File: src/rtl/crc_frame_feeder.sv
// crc_frame_feeder
//   Framing stage in front of the CRC calculator. Accepts a byte stream
//   (valid/ready, sof + length on the first beat), buffers tagged bytes in a
//   FIFO and replays them on the CRC push interface (first/last/valid/data),
//   leaving at least GAP idle cycles after every frame.
//
//   clk        rising-edge clock
//   rst        asynchronous, active-low reset
//   s_valid    upstream byte valid        s_ready   feeder can take a byte
//   s_data     upstream byte              s_sof     first byte of a frame
//   s_len_m1   frame length minus 1 (sampled on accepted sof beats)
//   hold       downstream stall, blocks pops
//   first/last/valid/data   CRC push interface
//   frame_cnt  frames fully emitted (wraps)
//   err_nosof  sticky: non-sof beat outside a frame
//   err_sof    sticky: sof inside a frame
//   busy       FIFO non-empty, input frame open or output in gap
//
// state    | meaning
// IN_IDLE  | waiting for a sof beat; non-sof beats are dropped
// IN_FRAME | frame open, rem bytes still to come after the current one
// OUT_IDLE | popping one entry per cycle while FIFO non-empty and hold=0
// OUT_GAP  | inter-frame gap, gap_cnt counts down to terminal count 1

module crc_frame_feeder #(
   parameter int DEPTH = 16,
   parameter int LEN_W = 8,
   parameter int GAP   = 2
) (
   input  logic             clk,
   input  logic             rst,
   input  logic             s_valid,
   output logic             s_ready,
   input  logic [7:0]       s_data,
   input  logic             s_sof,
   input  logic [LEN_W-1:0] s_len_m1,
   input  logic             hold,
   output logic             first,
   output logic             last,
   output logic             valid,
   output logic [7:0]       data,
   output logic [15:0]      frame_cnt,
   output logic             err_nosof,
   output logic             err_sof,
   output logic             busy
);

   localparam int AW = (DEPTH < 2) ? 1 : $clog2(DEPTH);
   localparam int CW = AW + 1;
   localparam int GW = (GAP < 2) ? 1 : $clog2(GAP + 1);

   typedef enum logic {IN_IDLE, IN_FRAME} in_state_t;
   typedef enum logic {OUT_IDLE, OUT_GAP} out_state_t;

   logic [9:0]       mem [DEPTH];
   logic [AW-1:0]    wr_ptr, rd_ptr;
   logic [CW-1:0]    count;
   logic             full, empty;

   in_state_t        in_state, in_next;
   logic [LEN_W-1:0] rem, rem_next;
   logic             accept, push, push_first, push_last;
   logic             set_nosof, set_sof;

   out_state_t       out_state, out_next;
   logic [GW-1:0]    gap_cnt, gap_next;
   logic             pop;
   logic [9:0]       pop_entry;

   assign full      = (count == CW'(DEPTH));
   assign empty     = (count == '0);
   // Held low during reset so nothing is accepted into a FIFO being cleared.
   assign s_ready   = rst & ~full;
   assign accept    = s_valid & s_ready;
   assign pop_entry = mem[rd_ptr];
   assign busy      = ~empty | (in_state == IN_FRAME) | (out_state != OUT_IDLE);

   // Input framing
   always_comb begin
      in_next    = in_state;
      rem_next   = rem;
      push       = 1'b0;
      push_first = 1'b0;
      push_last  = 1'b0;
      set_nosof  = 1'b0;
      set_sof    = 1'b0;
      if (accept) begin
         case (in_state)
            IN_IDLE: begin
               if (s_sof) begin
                  push       = 1'b1;
                  push_first = 1'b1;
                  rem_next   = s_len_m1;
                  if (s_len_m1 == '0) push_last = 1'b1;
                  else                in_next   = IN_FRAME;
               end else begin
                  set_nosof = 1'b1;
               end
            end
            IN_FRAME: begin
               push     = 1'b1;
               set_sof  = s_sof;
               rem_next = rem - LEN_W'(1);
               if (rem == LEN_W'(1)) begin
                  push_last = 1'b1;
                  in_next   = IN_IDLE;
               end
            end
            default: in_next = IN_IDLE;
         endcase
      end
   end

   // Output sequencing
   always_comb begin
      out_next = out_state;
      gap_next = gap_cnt;
      pop      = 1'b0;
      case (out_state)
         OUT_IDLE: begin
            pop = ~empty & ~hold;
            if (pop && pop_entry[8] && (GAP > 0)) begin
               out_next = OUT_GAP;
               gap_next = GW'(GAP);
            end
         end
         OUT_GAP: begin
            // hold is deliberately ignored here: the gap runs on regardless
            gap_next = gap_cnt - GW'(1);
            if (gap_cnt == GW'(1)) out_next = OUT_IDLE;
         end
         default: out_next = OUT_IDLE;
      endcase
   end

   always_ff @(posedge clk or negedge rst) begin
      if (!rst) begin
         in_state  <= IN_IDLE;
         rem       <= '0;
         out_state <= OUT_IDLE;
         gap_cnt   <= '0;
      end else begin
         in_state  <= in_next;
         rem       <= rem_next;
         out_state <= out_next;
         gap_cnt   <= gap_next;
      end
   end

   always_ff @(posedge clk) begin
      if (push) mem[wr_ptr] <= {push_first, push_last, s_data};
   end

   always_ff @(posedge clk or negedge rst) begin
      if (!rst) begin
         wr_ptr <= '0;
         rd_ptr <= '0;
         count  <= '0;
      end else begin
         if (push) wr_ptr <= wr_ptr + AW'(1);
         if (pop)  rd_ptr <= rd_ptr + AW'(1);
         case ({push, pop})
            2'b10:   count <= count + CW'(1);
            2'b01:   count <= count - CW'(1);
            default: count <= count;
         endcase
      end
   end

   always_ff @(posedge clk or negedge rst) begin
      if (!rst) begin
         first     <= 1'b0;
         last      <= 1'b0;
         valid     <= 1'b0;
         data      <= 8'h00;
         frame_cnt <= 16'h0000;
         err_nosof <= 1'b0;
         err_sof   <= 1'b0;
      end else begin
         if (pop) begin
            valid <= 1'b1;
            first <= pop_entry[9];
            last  <= pop_entry[8];
            data  <= pop_entry[7:0];
            if (pop_entry[8]) frame_cnt <= frame_cnt + 16'd1;
         end else begin
            valid <= 1'b0;
            first <= 1'b0;
            last  <= 1'b0;
         end
         if (set_nosof) err_nosof <= 1'b1;
         if (set_sof)   err_sof   <= 1'b1;
      end
   end

endmodule

File: config.mk
export PLATFORM = sky130hd
export DESIGN_NAME = crc_frame_feeder
export DESIGN_NICKNAME = d
export VERILOG_FILES = /design/src/rtl/crc_frame_feeder.sv
export SDC_FILE = /design/constraint.sdc
export NUM_CORES = 1
export LEC_CHECK = 0
export CAP_MARGIN = 20
export CORE_ASPECT_RATIO = 0.6
export CORE_UTILIZATION = 43
export CTS_BUF_LIST = sky130_fd_sc_hd__clkbuf_4 sky130_fd_sc_hd__clkbuf_8
export DETAILED_ROUTE_END_ITERATION = 8
export MAX_ROUTING_LAYER = met4
export PLACE_DENSITY = 0.72
export SLEW_MARGIN = 20
export SYNTH_ARGS = -nofsm -noshare
export SYNTH_HDL_FRONTEND = slang
export SYNTH_SLANG_ARGS = --single-unit
File: constraint.sdc
create_clock -name clk -period 5.2 [get_ports clk]
set_clock_uncertainty 0.2 [all_clocks]
set_input_delay 1.04 -clock clk [delete_from_list [all_inputs] [get_ports clk]]
set_output_delay 1.04 -clock clk [all_outputs]
set_load 0.05 [all_outputs]
Word level (Yosys, flattened, before mapping). Memory sizes are Yosys's and may differ from the RTL's. Cells that the tools add are included.

Add/subtract/negate cells: 7. Equal/unequal tests: 7. Mux-type cells: 33. Bitwise operators: 10. Reductions and logical operators: 6.

Operator list (number): two-way mux 1 bit (24); adder 16 x 1 -> 16 bit (second input constant) (1); case mux 8 bit (2 select lines) (1); case mux 5 bit (2 select lines) (1); adder 4 x 1 -> 4 bit (second input constant) (2); equality test 8 x 1 -> 1 bit (second input constant) (1); zero test 8 bit (1); two-way mux 8 bit (1); case mux 1 bit (2 select lines) (4); subtractor 8 x 1 -> 8 bit (second input constant) (1); adder 5 x 1 -> 5 bit (second input constant) (1); equality test 5 bit (second input constant) (1); zero test 5 bit (1); NOT 1 bit (5); subtractor 5 x 1 -> 5 bit (second input constant) (1); equality test 2 x 1 -> 1 bit (second input constant) (2); inequality test 2 bit (second input constant) (2); case mux 2 bit (2 select lines) (1); AND reduction 2 bit (2); bitwise AND 1 bit (3); equality test 2 bit (second input constant) (1); two-way mux 2 bit (1); bitwise OR 1 bit (2); nonzero test 2 bit (1); other kinds (2) (2).

Register bits after elaboration: 54. Memory bits (writable): 160. Input bits: 21. Output and inout port bits: 31. Logic and storage cells: 78. Memories kept: 1.

Memories: mem (words 16, width 10, read ports 1, clocked after memory_dff 0, write ports 1, RTL line 55) `logic [9:0] mem [DEPTH];`.

Longest topological paths before layout. Gate-level depths: netlist of the first run.

Depth in word-level cells: 7. Gate-level depth with buffers: 15. Mapped depth without buffers: 14.

Worst setup path before layout of the first run. OpenSTA, ideal clock, no wires.

Kind: input port to flip-flop. From: in rst. To: reg count[4]. Library setup time: 127 ps. Data arrival time: 4110 ps. Data required time: 4873 ps. Setup slack: 762 ps. Stages on the path: 15. Buffers on the path: 1. Path through: inv_1 > a21oi_1 > nand2_1 > nor2_4 > inv_1 > ha_1 > clkbuf_1 > xor2_1 > ha_1 > o21a_1 > o22a_1 > a21oi_1 > xor2_1 > nor2_1 > xor2_1.

Word-level cells in the longest chain between the ends: 5. Elaborated cells on any way between the ends: 7. Those cells by class: eq/ne: 2; mux: 2; bitwise: 2; reduce/logical: 1.

RTL lines: start, declared (RTL line 31) `input logic rst,`; bitwise AND 1 bit (*) (RTL line 73) `assign s_ready = rst & ~full;`; via s_ready (RTL line 33) `output logic s_ready,`; bitwise AND 1 bit (*) (RTL line 74) `assign accept = s_valid & s_ready;`; two-way mux 1 bit (*) (RTL line 87) `if (accept) begin`; equality test 2 x 1 -> 1 bit or equality test 2 bit (tied branches) (RTL line 162) `case ({push, pop})`; case mux 5 bit (2 select lines) or nonzero test 2 bit (tied branches); end signal, assigned (RTL line 163) `2'b10: count <= count + CW'(1);`; end signal, assigned (RTL line 164) `2'b01: count <= count - CW'(1);`; end signal, assigned (RTL line 165) `default: count <= count;`; end, declared (RTL line 57) `logic [CW-1:0] count;`.

Mark *: on every way through the listed nets, which the timed path passes. The rest lies on a longest branch. A chain may end at the register's enable or synchronous reset.

Final worst setup path of the first run.
From: reg count[1]. To: reg count[4].

Word-level cells in the longest chain between the ends: 7. Elaborated cells on any way between the ends: 15. Those cells by class: add/sub: 2; eq/ne: 3; mux: 3; bitwise: 5; reduce/logical: 2.

RTL lines: equality test 5 bit (RTL line 70) `assign full = (count == CW'(DEPTH));`; NOT 1 bit (RTL line 73); bitwise AND 1 bit (RTL line 73); bitwise AND 1 bit (RTL line 74); two-way mux 1 bit (RTL line 87); equality test 2 x 1 -> 1 bit or equality test 2 bit (tied branches) (RTL line 162); case mux 5 bit (2 select lines) or nonzero test 2 bit (tied branches).

Several ways; a longest one is shown, not always the timed one.

==> impl_metrics.json, run 1 <==
{
  "status": "finished, final reports clean",
  "detail-route-antenna-nets": 0,
  "fin_cells": 904,
  "slowest_stage": "dfrtp_1",
  "port_buffers": 51,
  "min_period_ns": 3.83,
  "dieArea_sq_um": 21300,
  "coreArea_sq_um": 20200,
  "crit_family": "simple AND/OR/NAND/NOR gates",
  "p_clk_frac": 0.250,
  "cpMostUsedCell": "xor2_1",
  "crit_chain": "nor4_2 > nor2b_4 > or3_4 > clkinv_4 > ha_1 > xor2_1 > ha_1 > o21a_1 > o22a_1 > a21oi_1 > xor2_1 > nor2_1 > xor2_1",
  "synthArstFlopShare": 0.252,
  "cts_tree": "yes",
  "min_path_type": "reg -> reg",
  "tns_ns": 0,
  "dieHeight_microns": 114,
  "route.vias.total": 4962,
  "cp-startpoint": "count[1]",
  "cts_inserted_buffers": 30,
  "hold_ws_ns": 0.261,
  "syn_nets": 561,
  "synth_seq_area_share": 0.690,
  "yosysWarnings": 0,
  "path_class": "reg -> reg",
  "wirelength_mm": 19.0,
  "design_power_total_w": 0.00549,
  "drive_gt1_frac": 0.217,
  "clock-sinks": 214,
  "mostFrequentLayoutCells": "edfxtp_1 (160), dfrtp_1 (53), clkdlybuf4s50_1 (50)",
  "cts_max_level": 1,
  "final_common_cell": "edfxtp_1",
  "finalCritPeriodShare": 0.736,
  "timing.fmax_mhz": 261,
  "min_from": "err_nosof",
  "synth_seq_cells": 214,
  "via_per_inst": 5.49,
  "p_sw_frac": 0.342,
  "rows": 40,
  "num_antenna_cells": 0,
  "drtIter0Drc": 523,
  "wl_per_cell_microns": 21.0,
  "clockRootBuffer": "clkbuf_8",
  "critPathCaptureType": "flip-flop",
  "tightest_slew_ns": 1.09,
  "p_int_w": 0.00362,
  "grt_overflow": 0,
  "required_ns": 5.44,
  "drtPass1Iterations": 5,
  "io_pins": 52,
  "hold_buffers": 0,
  "first_global_vias": 5012,
  "grt_antenna_before_repair": 0,
  "nNetsFinal": 641,
  "synth-edff-count": 160,
  "hpwl_mm": 11.8,
  "drv_cap": 0,
  "slew_viol_final": 0,
  "grt_setup_unrepaired": "false",
  "grt_max_degree": 55,
  "cts_setup_buffers": 0,
  "crit_buf_inv": 1,
  "p_per_area_nw_per_um2": 526,
  "avgSynthCellArea_sq_um": 16.9,
  "dp.cells": 848,
  "cts_max_path_buffers": 3,
  "p_leak_nw": 3.74,
  "grt_util_all_layers": 0.190,
  "syn-instance-count": 527,
  "synth.distinct_cells": 57,
  "nFillCells": 1587,
  "fin_util": 0.518,
  "power.switching_w": 0.00188,
  "clkTransAtPathRegs_ns": 0.07,
  "setup_viol": 0,
  "peakVddDrop_mv": 0.230,
  "gp_congestion": 0.804,
  "final-hold-violation-count": 0,
  "cp_max_fo": 22,
  "chipWidth_microns": 188,
  "drc_errors": 0,
  "share_seq_of_total_power": 0.439,
  "cp-start-kind": "flip-flop",
  "ctsResizeCount": 0,
  "grt_pass1_wl_mm": 29.5,
  "p_comb_frac": 0.311,
  "arrival_ns": 4.06,
  "netlist_area_sq_um": 8920,
  "max_stage_delay_ns": 0.47,
  "synth_ff_type": "edfxtp_1",
  "maxSlewHeadroom": 0.272,
  "r2r-start": "count[1]",
  "layout-area-overhead-vs-synth_pct": 17.1,
  "start_util": 0.442,
  "clk_latency_ns": 0.56
}
routing by layer:
metal  vias to the layer above  track usage  part of all wire
met4                         0       0.0472             0.018
met2                       182        0.272              0.44
met3                        29       0.0455             0.088
li1                       2202            -                 -
met5                         -            -                 0
met1                      2549        0.275              0.45
power by group through the flow:
stage | combinational [W] | sequential (W) | clock (W)
2_1_floorplan | 0.00121 | 0.00246 | 0
3_3_place_gp | 0.00165 | 0.00243 | 0
3_5_place_dp | 0.00171 | 0.00245 | 0
4_1_cts | 0.00171 | 0.00241 | 0.00140
5_1_grt | 0.00184 | 0.00246 | 0.00147
6_report | 0.00171 | 0.00241 | 0.00137
flip-flops by register name, summed over array words and instances, names as in the netlist, 2 cells and up:
signal	flops
mem	160
frame_cnt	16
data	8
rem	8
count	5
rd_ptr	4
wr_ptr	4
gap_cnt	2
cell usage after synthesis (11+ instances only):
| cell | instances | area, sq um |
|---|---|---|
| a21oi_1 | 13 | 65.1 |
| nor3_1 | 11 | 55.1 |
| mux4_2 | 45 | 1010 |
| nand3_1 | 14 | 70.1 |
| edfxtp_1 | 160 | 4800 |
| nand2_1 | 44 | 165 |
| o21ai_0 | 11 | 55.1 |
| dfrtp_1 | 54 | 1350 |
| xor2_1 | 18 | 158 |
| inv_1 | 13 | 48.8 |
| nor2_1 | 23 | 86.3 |
| ha_1 | 13 | 163 |
cell families after synthesis:
| logic type | after synthesis | synth area share |
|---|---|---|
| flops | 214 | 0.690 |
| compound gates | 51 | 0.0389 |
| simple gates | 128 | 0.0784 |
| buf+inv | 37 | 0.0203 |
| xor+xnor | 28 | 0.0275 |
| fa+ha+maj | 13 | 0.0182 |
| mux | 56 | 0.126 |
stage by stage:
step,setup WS [ns],cell area (sq um)
after floorplan,0.762,8920
after global placement,1.07,9790
after detailed placement,0.877,9790
after CTS,1.39,10400
after global routing,1.12,10400
final,1.37,10400
layout make-up:
cell class	count	area (sq um)	area share
clock inverter	10	71.3	0.00683
inverter	14	57.6	0.00551
clock buffer	46	577	0.0552
tap	273	342	0.0327
sequential	214	6160	0.590
multi-input combinational	276	2580	0.247
timing repair buffer	71	656	0.0628
worst paths after layout:
kind	slack, ns	to	depth (start not counted)
hold / removal	0.26	err_nosof	1
hold reg to reg	0.26	err_nosof	1
setup / recovery	1.37	count[4]	13
min in group asynchronous	0.45	rem[5]	2
setup reg to reg	1.37	count[4]	13
max in group asynchronous	3.82	rd_ptr[0]	2
(Power assumes the default switching activity.)
==> inputs of run 2 (changes only) <==
Settings changed: PLACE_DENSITY 0.72 to 0.74.
Clock period 5.2 ns to 3.3 ns, I/O delays scaled along.
==> run 2 against run 1 <==
Compared with the run above: largest cell class unchanged; critical endpoint is now busy; total power rose by 64%; count of clock-buffer cells in the layout fell by 5; via count rose by 1.9%; hold slack got worse by 0.20 ns; flip-flop and latch count did not move; non-clock buffer count rose by 22; die area did not move; first-iteration DRC count rose by 9.2%; global-route usage fell by 0.25 points; sequential power rose by 51%; worst setup slack got worse by 1.2 ns.
==> impl_metrics.json, run 2 (synthesized netlist as in run 1, its figures left out) <==
{
  "finalInstanceArea_sq_um": 10700,
  "peakVddDrop_mv": 0.363,
  "required_ns": 2.44,
  "largest_register_ff_count": 160,
  "cts_max_level": 1,
  "cts_max_path_buffers": 3,
  "route.vias.total": 5056,
  "drc_errors": 0,
  "nNetsFinal": 663,
  "largest_register": "mem",
  "grt_overflow": 0,
  "grt_antenna_before_repair": 0,
  "arrival_ns": 2.28,
  "drv_cap": 0,
  "timing.fmax_mhz": 318,
  "maxSlewHeadroom": 0.517,
  "final-hold-violation-count": 0,
  "num_antenna_cells": 0,
  "dieArea_sq_um": 21300,
  "mostFrequentLayoutCells": "edfxtp_1 (160), dfrtp_1 (53), clkdlybuf4s50_1 (48)",
  "cp-start-kind": "flip-flop",
  "port_buffers": 51,
  "tns_ns": 0,
  "min_path_type": "in -> async",
  "fin_cells": 926,
  "layout-area-overhead-vs-synth_pct": 20.0,
  "drtPass1Iterations": 5,
  "start_util": 0.442,
  "placed_cell_area_sq_um": 9990,
  "grt_pass1_wl_mm": 29.6,
  "wirelength_mm": 18.9,
  "grt_setup_unrepaired": "false",
  "rows": 40,
  "clk_latency_ns": 0.56,
  "io_pins": 52,
  "status": "finished, final reports clean",
  "slew_viol_final": 0,
  "via_per_inst": 5.46,
  "finalCritPeriodShare": 0.951,
  "dp.cells": 870,
  "cts_tree": "yes",
  "clock-sinks": 214,
  "coreArea_sq_um": 20200,
  "setup_viol": 0,
  "p_leak_nw": 3.87,
  "first_global_vias": 5167,
  "grt_util_all_layers": 0.188,
  "gp_congestion": 0.839,
  "clkTransAtPathRegs_ns": 0.07,
  "p_per_area_nw_per_um2": 844,
  "clockRootBuffer": "clkbuf_8",
  "grt_max_degree": 55,
  "critPathCaptureType": "output pin",
  "hpwl_mm": 12.4,
  "cts_inserted_buffers": 30,
  "min_period_ns": 3.14,
  "path_class": "reg -> out",
  "final_common_cell": "edfxtp_1",
  "cts_setup_buffers": 0,
  "dieHeight_microns": 114,
  "tightest_slew_ns": 0.724,
  "chipWidth_microns": 188,
  "wl_per_cell_microns": 20.4,
  "cp_max_fo": 7,
  "drive_gt1_frac": 0.248,
  "detail-route-antenna-nets": 0,
  "drtIter0Drc": 571,
  "top_regs": "mem x160, frame_cnt x16"
}
==> run 2: cell types whose count changed in the layout (fill, tap and decap cells not counted), moves of 2 or more <==
cell / delta
buf_4: +23
bufinv_16: +4
clkinv_1: +4
clkbuf_8: -3
clkinv_2: -3
a21oi_1: -2
clkbuf_4: -2
clkdlybuf4s50_1: -2
ha_1: -2
ha_2: +2
==> run 2: critical path, stage by stage, from the launching register on <==
cell and delay (ns):
dfrtp_1 0.47, nor4_4 0.44, nor2b_4 0.26, nand3_1 0.11, dlygate4sd2_1 0.45
==> run 2: per-layer routing <==
metal	GRT usage	part of all wire	up-vias	routed length, microns
met3	0.0345	0.071	27	1350
met4	0.0401	0.015	0	282
met5	-	0	-	0
met2	0.267	0.43	189	8230
li1	-	-	2242	-
met1	0.281	0.48	2598	9080
==> run 2: worst paths after layout <==
path,from,cells after the start,slack (ns),endpoint
min in group clk,err_nosof,1,0.26,err_nosof
worst min register to register,err_nosof,1,0.26,err_nosof
worst max-delay path,count[2],4,0.16,busy
worst min-delay path,rst,2,0.06,rem[3]
worst max register to register,count[2],13,0.18,count[4]
max in group asynchronous,rst,2,2.31,rd_ptr[0]
==> run 2: what timing repair did <==
item / CTS / global route
hold buffers: 0 / 0
resized for setup: 1 / 0
endpoints found under the hold margin: 0 / 0
endpoints found under the setup margin: 1 / 0
==> run 2: final cells by class <==
cell class / instances / area, sq um
fillers: 1591 / 9470
flip-flops and latches: 214 / 6160
multi-input cells: 276 / 2610
repair buffers: 93 / 817
clock buffers: 41 / 520
well taps: 273 / 342
clock inverters: 15 / 191
inverters: 14 / 57.6
==> run 2: per-stage QoR <==
stage | hold slack (ns) | total power (W) | worst slack (ns) | util
finish | 0.0625 | 0.00903 | 0.160 | 0.530
global route | 0.102 | 0.00948 | 0.0496 | 0.530
CTS | 0.0706 | 0.00907 | 0.146 | 0.530
detailed placement | 0.253 | 0.00665 | 0.0806 | 0.495
global placement | 0.243 | 0.00655 | 0.110 | 0.495
floorplan | 0.164 | 0.00582 | 0.00137 | -
==> run 2: report_power, final <==
part           internal, W  switching [W]  leakage (nW)
Clock              0.00141        0.00100         0.370
Sequential         0.00325       0.000394          2.12
Combinational      0.00134        0.00163          1.38
Total              0.00600        0.00302          3.87
==> inputs of run 3 (changes only) <==
Settings changed: CTS_CLUSTER_SIZE set to 40.
==> results of run 3 <==
The final DEF is identical to that of run 2; final timing and power are the same.
